==> config.mk <==
export PLATFORM = sky130hd
export DESIGN_NAME = ifetch_flat
export DESIGN_NICKNAME = d
export VERILOG_FILES = /design/src/rtl/ifetch_if.sv /design/src/rtl/ifetch.sv /design/src/flat_wrapper.sv
export SDC_FILE = /design/constraint.sdc
export NUM_CORES = 2
export LEC_CHECK = 0
export CAP_MARGIN = 20
export CORE_MARGIN = 3
export CORE_UTILIZATION = 45
export CTS_CLUSTER_SIZE = 12
export DETAILED_ROUTE_END_ITERATION = 7
export PLACE_DENSITY = 0.73
export SKIP_CTS_REPAIR_TIMING = 1
export SYNTH_ARGS = -nofsm -noshare
export SYNTH_HDL_FRONTEND = slang
export SYNTH_SLANG_ARGS = --single-unit
==> constraint.sdc <==
create_clock -name clk -period 56.9 [get_ports clk]
set_input_delay 5.69 -clock clk [delete_from_list [all_inputs] [get_ports clk]]
set_output_delay 5.69 -clock clk [all_outputs]
set_load 0.005 [all_outputs]
==> src/rtl/ifetch_if.sv <==
`default_nettype none
// ============================================================================
//  Module      : ifetch_if
//  Description : Bundle of every non-clock/reset signal of the instruction
//                fetch stage: global enable, instruction-cache request and
//                response, back-pressure from ROB/RS/LSB, rollback, committed
//                branch updates and the issue port toward the decoder.
//  Modports    : master - the fetch stage (drives request and issue outputs)
//                slave  - the environment (cache, backend, decoder)
//  Revision    : 1.0 - initial release
// ============================================================================
interface ifetch_if;
   logic        rdy;            // global enable, low freezes the stage
   logic        icache_req;     // fetch request, level
   logic [31:0] icache_addr;    // address of the word being requested
   logic        icache_rdy;     // icache_inst valid for icache_addr
   logic [31:0] icache_inst;    // returned instruction word
   logic        rob_nxt_full;   // ROB cannot take an issue next cycle
   logic        rs_nxt_full;    // RS cannot take an issue next cycle
   logic        lsb_nxt_full;   // LSB cannot take an issue next cycle
   logic        rollback;       // mispredict / flush
   logic [31:0] rollback_pc;    // restart PC
   logic        br_upd;         // committed conditional branch
   logic [31:0] br_upd_pc;      // PC of that branch
   logic        br_upd_taken;   // resolved direction
   logic        inst_rdy;       // one-cycle issue pulse
   logic [31:0] inst;           // issued instruction
   logic [31:0] inst_pc;        // PC of issued instruction
   logic        inst_pred_jump; // issued instruction predicted taken

   modport master (
      input  rdy, icache_rdy, icache_inst,
      input  rob_nxt_full, rs_nxt_full, lsb_nxt_full,
      input  rollback, rollback_pc,
      input  br_upd, br_upd_pc, br_upd_taken,
      output icache_req, icache_addr,
      output inst_rdy, inst, inst_pc, inst_pred_jump
   );

   modport slave (
      output rdy, icache_rdy, icache_inst,
      output rob_nxt_full, rs_nxt_full, lsb_nxt_full,
      output rollback, rollback_pc,
      output br_upd, br_upd_pc, br_upd_taken,
      input  icache_req, icache_addr,
      input  inst_rdy, inst, inst_pc, inst_pred_jump
   );
endinterface
`default_nettype wire

==> src/rtl/ifetch.sv <==
`default_nettype none
// ============================================================================
//  Module      : ifetch
//  Description : Instruction fetch stage. Holds the fetch PC, requests words
//                from the instruction cache, issues each word to the decoder
//                as a one-cycle pulse and predicts the next PC using static
//                JAL redirection and a table of 2-bit saturating counters for
//                conditional branches.
//  Ports       : clk  - clock, rising edge
//                rst  - asynchronous active-high reset
//                bus  - ifetch_if.master (cache, backend, decoder signals)
//  Parameters  : BHT_LOG  - log2 of branch history table entries
//                RESET_PC - fetch PC after reset
//  Revision    : 1.0 - initial release
// ============================================================================
module ifetch #(
   parameter int          BHT_LOG  = 8,
   parameter logic [31:0] RESET_PC = 32'h0
) (
   input  logic      clk,
   input  logic      rst,
   ifetch_if.master  bus
);

   localparam int         BHT_N     = 1 << BHT_LOG;
   localparam logic [6:0] OP_JAL    = 7'b1101111;
   localparam logic [6:0] OP_BRANCH = 7'b1100011;

   typedef enum logic [0:0] {
      S_FETCH = 1'b0,
      S_HOLD  = 1'b1
   } state_t;

   state_t      state_q;
   logic [31:0] pc_q;
   logic [31:0] hold_q;
   logic        req_q;
   logic        inst_rdy_q;
   logic [31:0] inst_q;
   logic [31:0] inst_pc_q;
   logic        pred_q;
   logic [1:0]  bht_q [BHT_N];

   logic               stall_d;
   logic [31:0]        word_d;
   logic [31:0]        jimm_d;
   logic [31:0]        bimm_d;
   logic [31:0]        npc_d;
   logic               pred_d;
   logic [BHT_LOG-1:0] rd_idx_d;
   logic [BHT_LOG-1:0] wr_idx_d;
   logic               unused_d;

   assign stall_d  = bus.rob_nxt_full | bus.rs_nxt_full | bus.lsb_nxt_full;
   // The word to issue comes straight from the cache in FETCH and from the
   // hold register when a stalled word is released.
   assign word_d   = (state_q == S_HOLD) ? hold_q : bus.icache_inst;
   assign jimm_d   = {{12{word_d[31]}}, word_d[19:12], word_d[20], word_d[30:21], 1'b0};
   assign bimm_d   = {{20{word_d[31]}}, word_d[7], word_d[30:25], word_d[11:8], 1'b0};
   assign rd_idx_d = pc_q[BHT_LOG+1:2];
   assign wr_idx_d = bus.br_upd_pc[BHT_LOG+1:2];
   assign unused_d = ^{bus.br_upd_pc[31:BHT_LOG+2], bus.br_upd_pc[1:0]};

   // Next-PC prediction. The counter is read before any same-cycle update
   // lands, so a coincident update only affects later predictions.
   always_comb begin
      npc_d  = pc_q + 32'd4;
      pred_d = 1'b0;
      if (word_d[6:0] == OP_JAL) begin
         npc_d  = pc_q + jimm_d;
         pred_d = 1'b1;
      end else if (word_d[6:0] == OP_BRANCH && bht_q[rd_idx_d][1]) begin
         npc_d  = pc_q + bimm_d;
         pred_d = 1'b1;
      end
   end

   // Fetch control. The request is registered, so it first rises on the
   // cycle after reset; a response is only accepted while it is asserted.
   always_ff @(posedge clk or posedge rst) begin
      if (rst) begin
         state_q    <= S_FETCH;
         pc_q       <= RESET_PC;
         hold_q     <= 32'h0;
         req_q      <= 1'b0;
         inst_rdy_q <= 1'b0;
         inst_q     <= 32'h0;
         inst_pc_q  <= 32'h0;
         pred_q     <= 1'b0;
      end else if (bus.rdy) begin
         inst_rdy_q <= 1'b0;
         if (bus.rollback) begin
            // Any response in this cycle and any held word are dropped.
            pc_q    <= bus.rollback_pc;
            state_q <= S_FETCH;
            req_q   <= 1'b1;
         end else if (state_q == S_HOLD) begin
            if (!stall_d) begin
               inst_rdy_q <= 1'b1;
               inst_q     <= word_d;
               inst_pc_q  <= pc_q;
               pred_q     <= pred_d;
               pc_q       <= npc_d;
               state_q    <= S_FETCH;
               req_q      <= 1'b1;
            end
         end else if (req_q && bus.icache_rdy) begin
            if (stall_d) begin
               hold_q  <= bus.icache_inst;
               state_q <= S_HOLD;
               req_q   <= 1'b0;
            end else begin
               inst_rdy_q <= 1'b1;
               inst_q     <= word_d;
               inst_pc_q  <= pc_q;
               pred_q     <= pred_d;
               pc_q       <= npc_d;
            end
         end else begin
            req_q <= 1'b1;
         end
      end
   end

   // Branch history table: 2-bit saturating counters, reset weakly not-taken.
   always_ff @(posedge clk or posedge rst) begin
      if (rst) begin
         for (int k = 0; k < BHT_N; k++) begin
            bht_q[k] <= 2'b01;
         end
      end else if (bus.rdy && bus.br_upd) begin
         if (bus.br_upd_taken) begin
            if (bht_q[wr_idx_d] != 2'b11) bht_q[wr_idx_d] <= bht_q[wr_idx_d] + 2'd1;
         end else begin
            if (bht_q[wr_idx_d] != 2'b00) bht_q[wr_idx_d] <= bht_q[wr_idx_d] - 2'd1;
         end
      end
   end

   assign bus.icache_req     = req_q;
   assign bus.icache_addr    = pc_q;
   assign bus.inst_rdy       = inst_rdy_q;
   assign bus.inst           = inst_q;
   assign bus.inst_pc        = inst_pc_q;
   assign bus.inst_pred_jump = pred_q;

endmodule
`default_nettype wire

==> src/flat_wrapper.sv <==
// flat-port wrapper written by rule: the top's interface ports become plain ports
module ifetch_flat 
#(
   parameter int          BHT_LOG  = 8,
   parameter logic [31:0] RESET_PC = 32'h0
)
  (clk, rst, bus_rdy, bus_icache_rdy, bus_icache_inst, bus_rob_nxt_full, bus_rs_nxt_full, bus_lsb_nxt_full, bus_rollback, bus_rollback_pc, bus_br_upd, bus_br_upd_pc, bus_br_upd_taken, bus_icache_req, bus_icache_addr, bus_inst_rdy, bus_inst, bus_inst_pc, bus_inst_pred_jump);
  ifetch_if bus_i ();
  input  logic clk;
  input  logic rst;
  input wire logic [$bits(bus_i.rdy)-1:0] bus_rdy;
  input wire logic [$bits(bus_i.icache_rdy)-1:0] bus_icache_rdy;
  input wire logic [$bits(bus_i.icache_inst)-1:0] bus_icache_inst;
  input wire logic [$bits(bus_i.rob_nxt_full)-1:0] bus_rob_nxt_full;
  input wire logic [$bits(bus_i.rs_nxt_full)-1:0] bus_rs_nxt_full;
  input wire logic [$bits(bus_i.lsb_nxt_full)-1:0] bus_lsb_nxt_full;
  input wire logic [$bits(bus_i.rollback)-1:0] bus_rollback;
  input wire logic [$bits(bus_i.rollback_pc)-1:0] bus_rollback_pc;
  input wire logic [$bits(bus_i.br_upd)-1:0] bus_br_upd;
  input wire logic [$bits(bus_i.br_upd_pc)-1:0] bus_br_upd_pc;
  input wire logic [$bits(bus_i.br_upd_taken)-1:0] bus_br_upd_taken;
  output wire logic [$bits(bus_i.icache_req)-1:0] bus_icache_req;
  output wire logic [$bits(bus_i.icache_addr)-1:0] bus_icache_addr;
  output wire logic [$bits(bus_i.inst_rdy)-1:0] bus_inst_rdy;
  output wire logic [$bits(bus_i.inst)-1:0] bus_inst;
  output wire logic [$bits(bus_i.inst_pc)-1:0] bus_inst_pc;
  output wire logic [$bits(bus_i.inst_pred_jump)-1:0] bus_inst_pred_jump;
  assign bus_i.rdy = bus_rdy;
  assign bus_i.icache_rdy = bus_icache_rdy;
  assign bus_i.icache_inst = bus_icache_inst;
  assign bus_i.rob_nxt_full = bus_rob_nxt_full;
  assign bus_i.rs_nxt_full = bus_rs_nxt_full;
  assign bus_i.lsb_nxt_full = bus_lsb_nxt_full;
  assign bus_i.rollback = bus_rollback;
  assign bus_i.rollback_pc = bus_rollback_pc;
  assign bus_i.br_upd = bus_br_upd;
  assign bus_i.br_upd_pc = bus_br_upd_pc;
  assign bus_i.br_upd_taken = bus_br_upd_taken;
  assign bus_icache_req = bus_i.icache_req;
  assign bus_icache_addr = bus_i.icache_addr;
  assign bus_inst_rdy = bus_i.inst_rdy;
  assign bus_inst = bus_i.inst;
  assign bus_inst_pc = bus_i.inst_pc;
  assign bus_inst_pred_jump = bus_i.inst_pred_jump;
  ifetch #(.BHT_LOG(BHT_LOG), .RESET_PC(RESET_PC)) u_core (.clk(clk), .rst(rst), .bus(bus_i));
endmodule
==> metrics.cfg <==
[synthesis]
postSynthCellCount = 3455
synth_area_per_cell_sq_um = 10.1
ys.flop_type = dfrtp_1
ys_types = 73
async_flop_share_pct = 100
ys_seq_area_share_pct = 47.1
synth_fp_nets = 3609
syn-cell-area_sq_um = 34900
ys_seq_elements = 644
synth_edf_count = 0
yosys_warnings = 0

[job]
cap_violations = 0

[global_route]
use_met2_pct = 41.4
grt_max_degree = 184
grt_pass1_wl_mm = 163
grtUsageTotal_pct = 25.8
top_usage_layer = met2
overflow = 0
grt_util_met1_pct = 33.2
grt_pass1_vias = 27300
use_met3_pct = 5.76
antenna_found_initial = 3

[setup_path]
rrSetupSlack_ns = 51.45
path_buf_inv = 4
critPathMostFrequentCell = mux4_2
critical_path.max_stage_delay_ns = 0.76
worstPathRequired_ns = 57.41
cpMaxStageDelayCell = nor4_1
rr_worst_depth = 14
worst_setup_path_end_kind = flop
cp_top_family = buffers and inverters
crit_chain = buf_8 -> buf_4 -> buf_4 -> mux4_2 -> mux4_2 -> mux4_2 -> nand2_1 -> nand2_1 -> o21ai_2 -> inv_6 -> ha_1 -> mux2i_1 -> nand3_1 -> nor2_1 -> nand4_1 -> nor4_1 -> mux2_2
startpoint_type = input pin
path_class = in2reg
cp.arrival_ns = 12.84
r2r-end = u_core.bht_q[153]
path_max_fanout = 145

[detailed_routing]
drcViolationCount = 0
ant_nets = 0
wirelength_mm = 106
first_pass_iters = 6
via_count = 27900
wl_per_cell_um = 22.8
drt_iter0_markers = 2887
vias_per_cell = 6.03

[sta]
setup_viol = 0
fin_ws_ns = 44.57
period_share_pct = 21.7
period_needed_ns = 12.33
tightest_slew_ns = 1.22
fin_setup_tns_ns = 0
clock.fmax_mhz = 81.1
finClkSkew_ns = 0.0326
hold_viol = 0
hold_slack_ns = 0.471
rsz0062_at_grt = no
final_max_slew_viol_count = 0
relSlewSlack_pct = 18.9

[power_and_ir_drop]
p_comb_share_pct = 23.1
p_leak_nw = 15.9
p_int_w = 0.000890
p_seq_share_pct = 41.0
p_sw_share_pct = 31.0
p_sw_w = 0.000401
power_w = 0.00129
irDropWorstVdd_uv = 20.8
p_per_area_nw_per_um2 = 32.3
clockPowerShare_pct = 35.9

[floorplanning]
die_y_um = 284
ios = 205
die_area_sq_um = 80900
fp.dieW_um = 284
initial_core_util_pct = 45.7
coreArea_sq_um = 76300
rows = 101

[place]
dp.cells = 4495
gp_congestion = 0.961
portBuffers = 180
preCtsSetupSlack_ns = 43.87
dp_hpwl_mm = 68.2

[clock_tree]
root_buffer = clkbuf_16
cts_sinks = 644
numCtsBuffers = 70
htree_levels = 3
clock_path_buffers = 3
clkTransAtPathRegs_ns = 0.06
clkLatencyLatePin_ns = 0.64
cts_tree = yes

[run_status]
outcome = completed

[layout]
layout-drive-gt1-share_pct = 21.2
final_cell_mix = 919 x nand2_1, 525 x o21ai_0, 384 x dfrtp_1
final_common_cell = nand2_1
areaGrowthSynthToFinish_pct = 14.7
fin_nets = 3698
instances_no_fill = 4631

[hold_path]
whs_path_depth = 2
holdPathEnd = u_core.bus.inst[18]
hp-start = u_core.bus.inst[18]
hold_path.class = reg2reg

==> through the flow <==
stage	utilization, %	cell area (sq um)
after floorplan	-	34900
after global placement	49.2	37600
final	52.4	40000
after global routing	52.4	40000
after detailed placement	49.3	37600
after CTS	52.3	39900
==> synthesized netlist by cell type (all sizes together) (8+ instances only) <==
| cell type | number | share of area (%) |
|---|---|---|
| o21ai | 528 | 7.6 |
| nand2b | 11 | 0.20 |
| mux2i | 72 | 2.1 |
| and3 | 13 | 0.23 |
| dfstp | 256 | 19 |
| o21bai | 8 | 0.17 |
| nor3 | 34 | 0.49 |
| a31oi | 14 | 0.25 |
| a22oi | 15 | 0.32 |
| mux2 | 96 | 3.1 |
| o31ai | 10 | 0.22 |
| nor2b | 17 | 0.31 |
| or3 | 18 | 0.32 |
| inv | 29 | 0.31 |
| a21oi | 102 | 1.5 |
| nand3 | 52 | 0.75 |
| o21a | 11 | 0.24 |
| nand4 | 18 | 0.32 |
| a21o | 22 | 0.47 |
| nand2 | 920 | 9.9 |
| a211oi | 12 | 0.26 |
| xnor2 | 36 | 0.90 |
| and2 | 10 | 0.18 |
| clkbuf | 171 | 1.8 |
| o211ai | 16 | 0.34 |
| mux4 | 207 | 13 |
| or2 | 8 | 0.14 |
| nor2 | 134 | 1.4 |
| ha | 46 | 1.7 |
| buf | 55 | 0.87 |
| dfrtp | 388 | 28 |
| xor2 | 29 | 0.73 |
==> worst max-delay path by stage <==
stage,start,to,slack (ns),cells after the start
after floorplan,rst,u_core.bht_q[101],33.59,1
after global placement,bus_br_upd_pc[2],u_core.bht_q[377],43.90,19
after detailed placement,bus_br_upd_pc[2],u_core.bht_q[153],43.87,17
after CTS,bus_br_upd_pc[2],u_core.bht_q[265],44.51,19
after global routing,bus_br_upd_pc[2],u_core.bht_q[157],44.05,17
final,bus_br_upd_pc[2],u_core.bht_q[153],44.57,17
==> area by class of cell <==
type                       instances  area (sq um)
fill                            6665         36300
inverter                          31           129
tap                             1030          1290
clock inverter                    20           285
clock buffer                     108          2000
multi-input combinational       2554         17500
antenna                            1          2.50
sequential                       644         16400
timing repair buffer             243          2310
==> power groups by stage <==
| stage | clock [W] | combinational, W | sequential [W] |
|---|---|---|---|
| floorplan | 0 | 0.000192 | 0.000522 |
| detailed placement | 0 | 0.000293 | 0.000536 |
| global route | 0.000488 | 0.000321 | 0.000533 |
| finish | 0.000463 | 0.000298 | 0.000529 |
| CTS | 0.000469 | 0.000295 | 0.000529 |
| global placement | 0 | 0.000289 | 0.000534 |
==> cell families after synthesis <==
group	share of synthesized area (%)
xor+xnor	1.63
compound gates	13.1
simple gates	14.8
flops	47.1
fa+ha+maj	1.77
mux	18.5
buf+inv	3.04
==> layer usage <==
layer / vias up / part of all wire, %
li1: 12500 / -
met1: 13800 / 39
met4: 4 / 5.2
met3: 301 / 9.3
met2: 1360 / 47
met5: - / 0.019
==> worst register-to-register path, stage by stage (launching register included) <==
cell,delay [ns]
dfstp_2,0.36
mux4_2,0.49
mux4_2,0.53
mux4_2,0.54
nand2_1,0.10
nand2_1,0.07
o21ai_2,0.22
inv_6,0.35
ha_1,0.37
mux2i_1,0.13
nand3_1,0.11
nor2_1,0.25
nand4_1,0.64
nor4_1,0.77
mux2_2,0.41
Note: power is estimated with default switching activity, not from simulation.
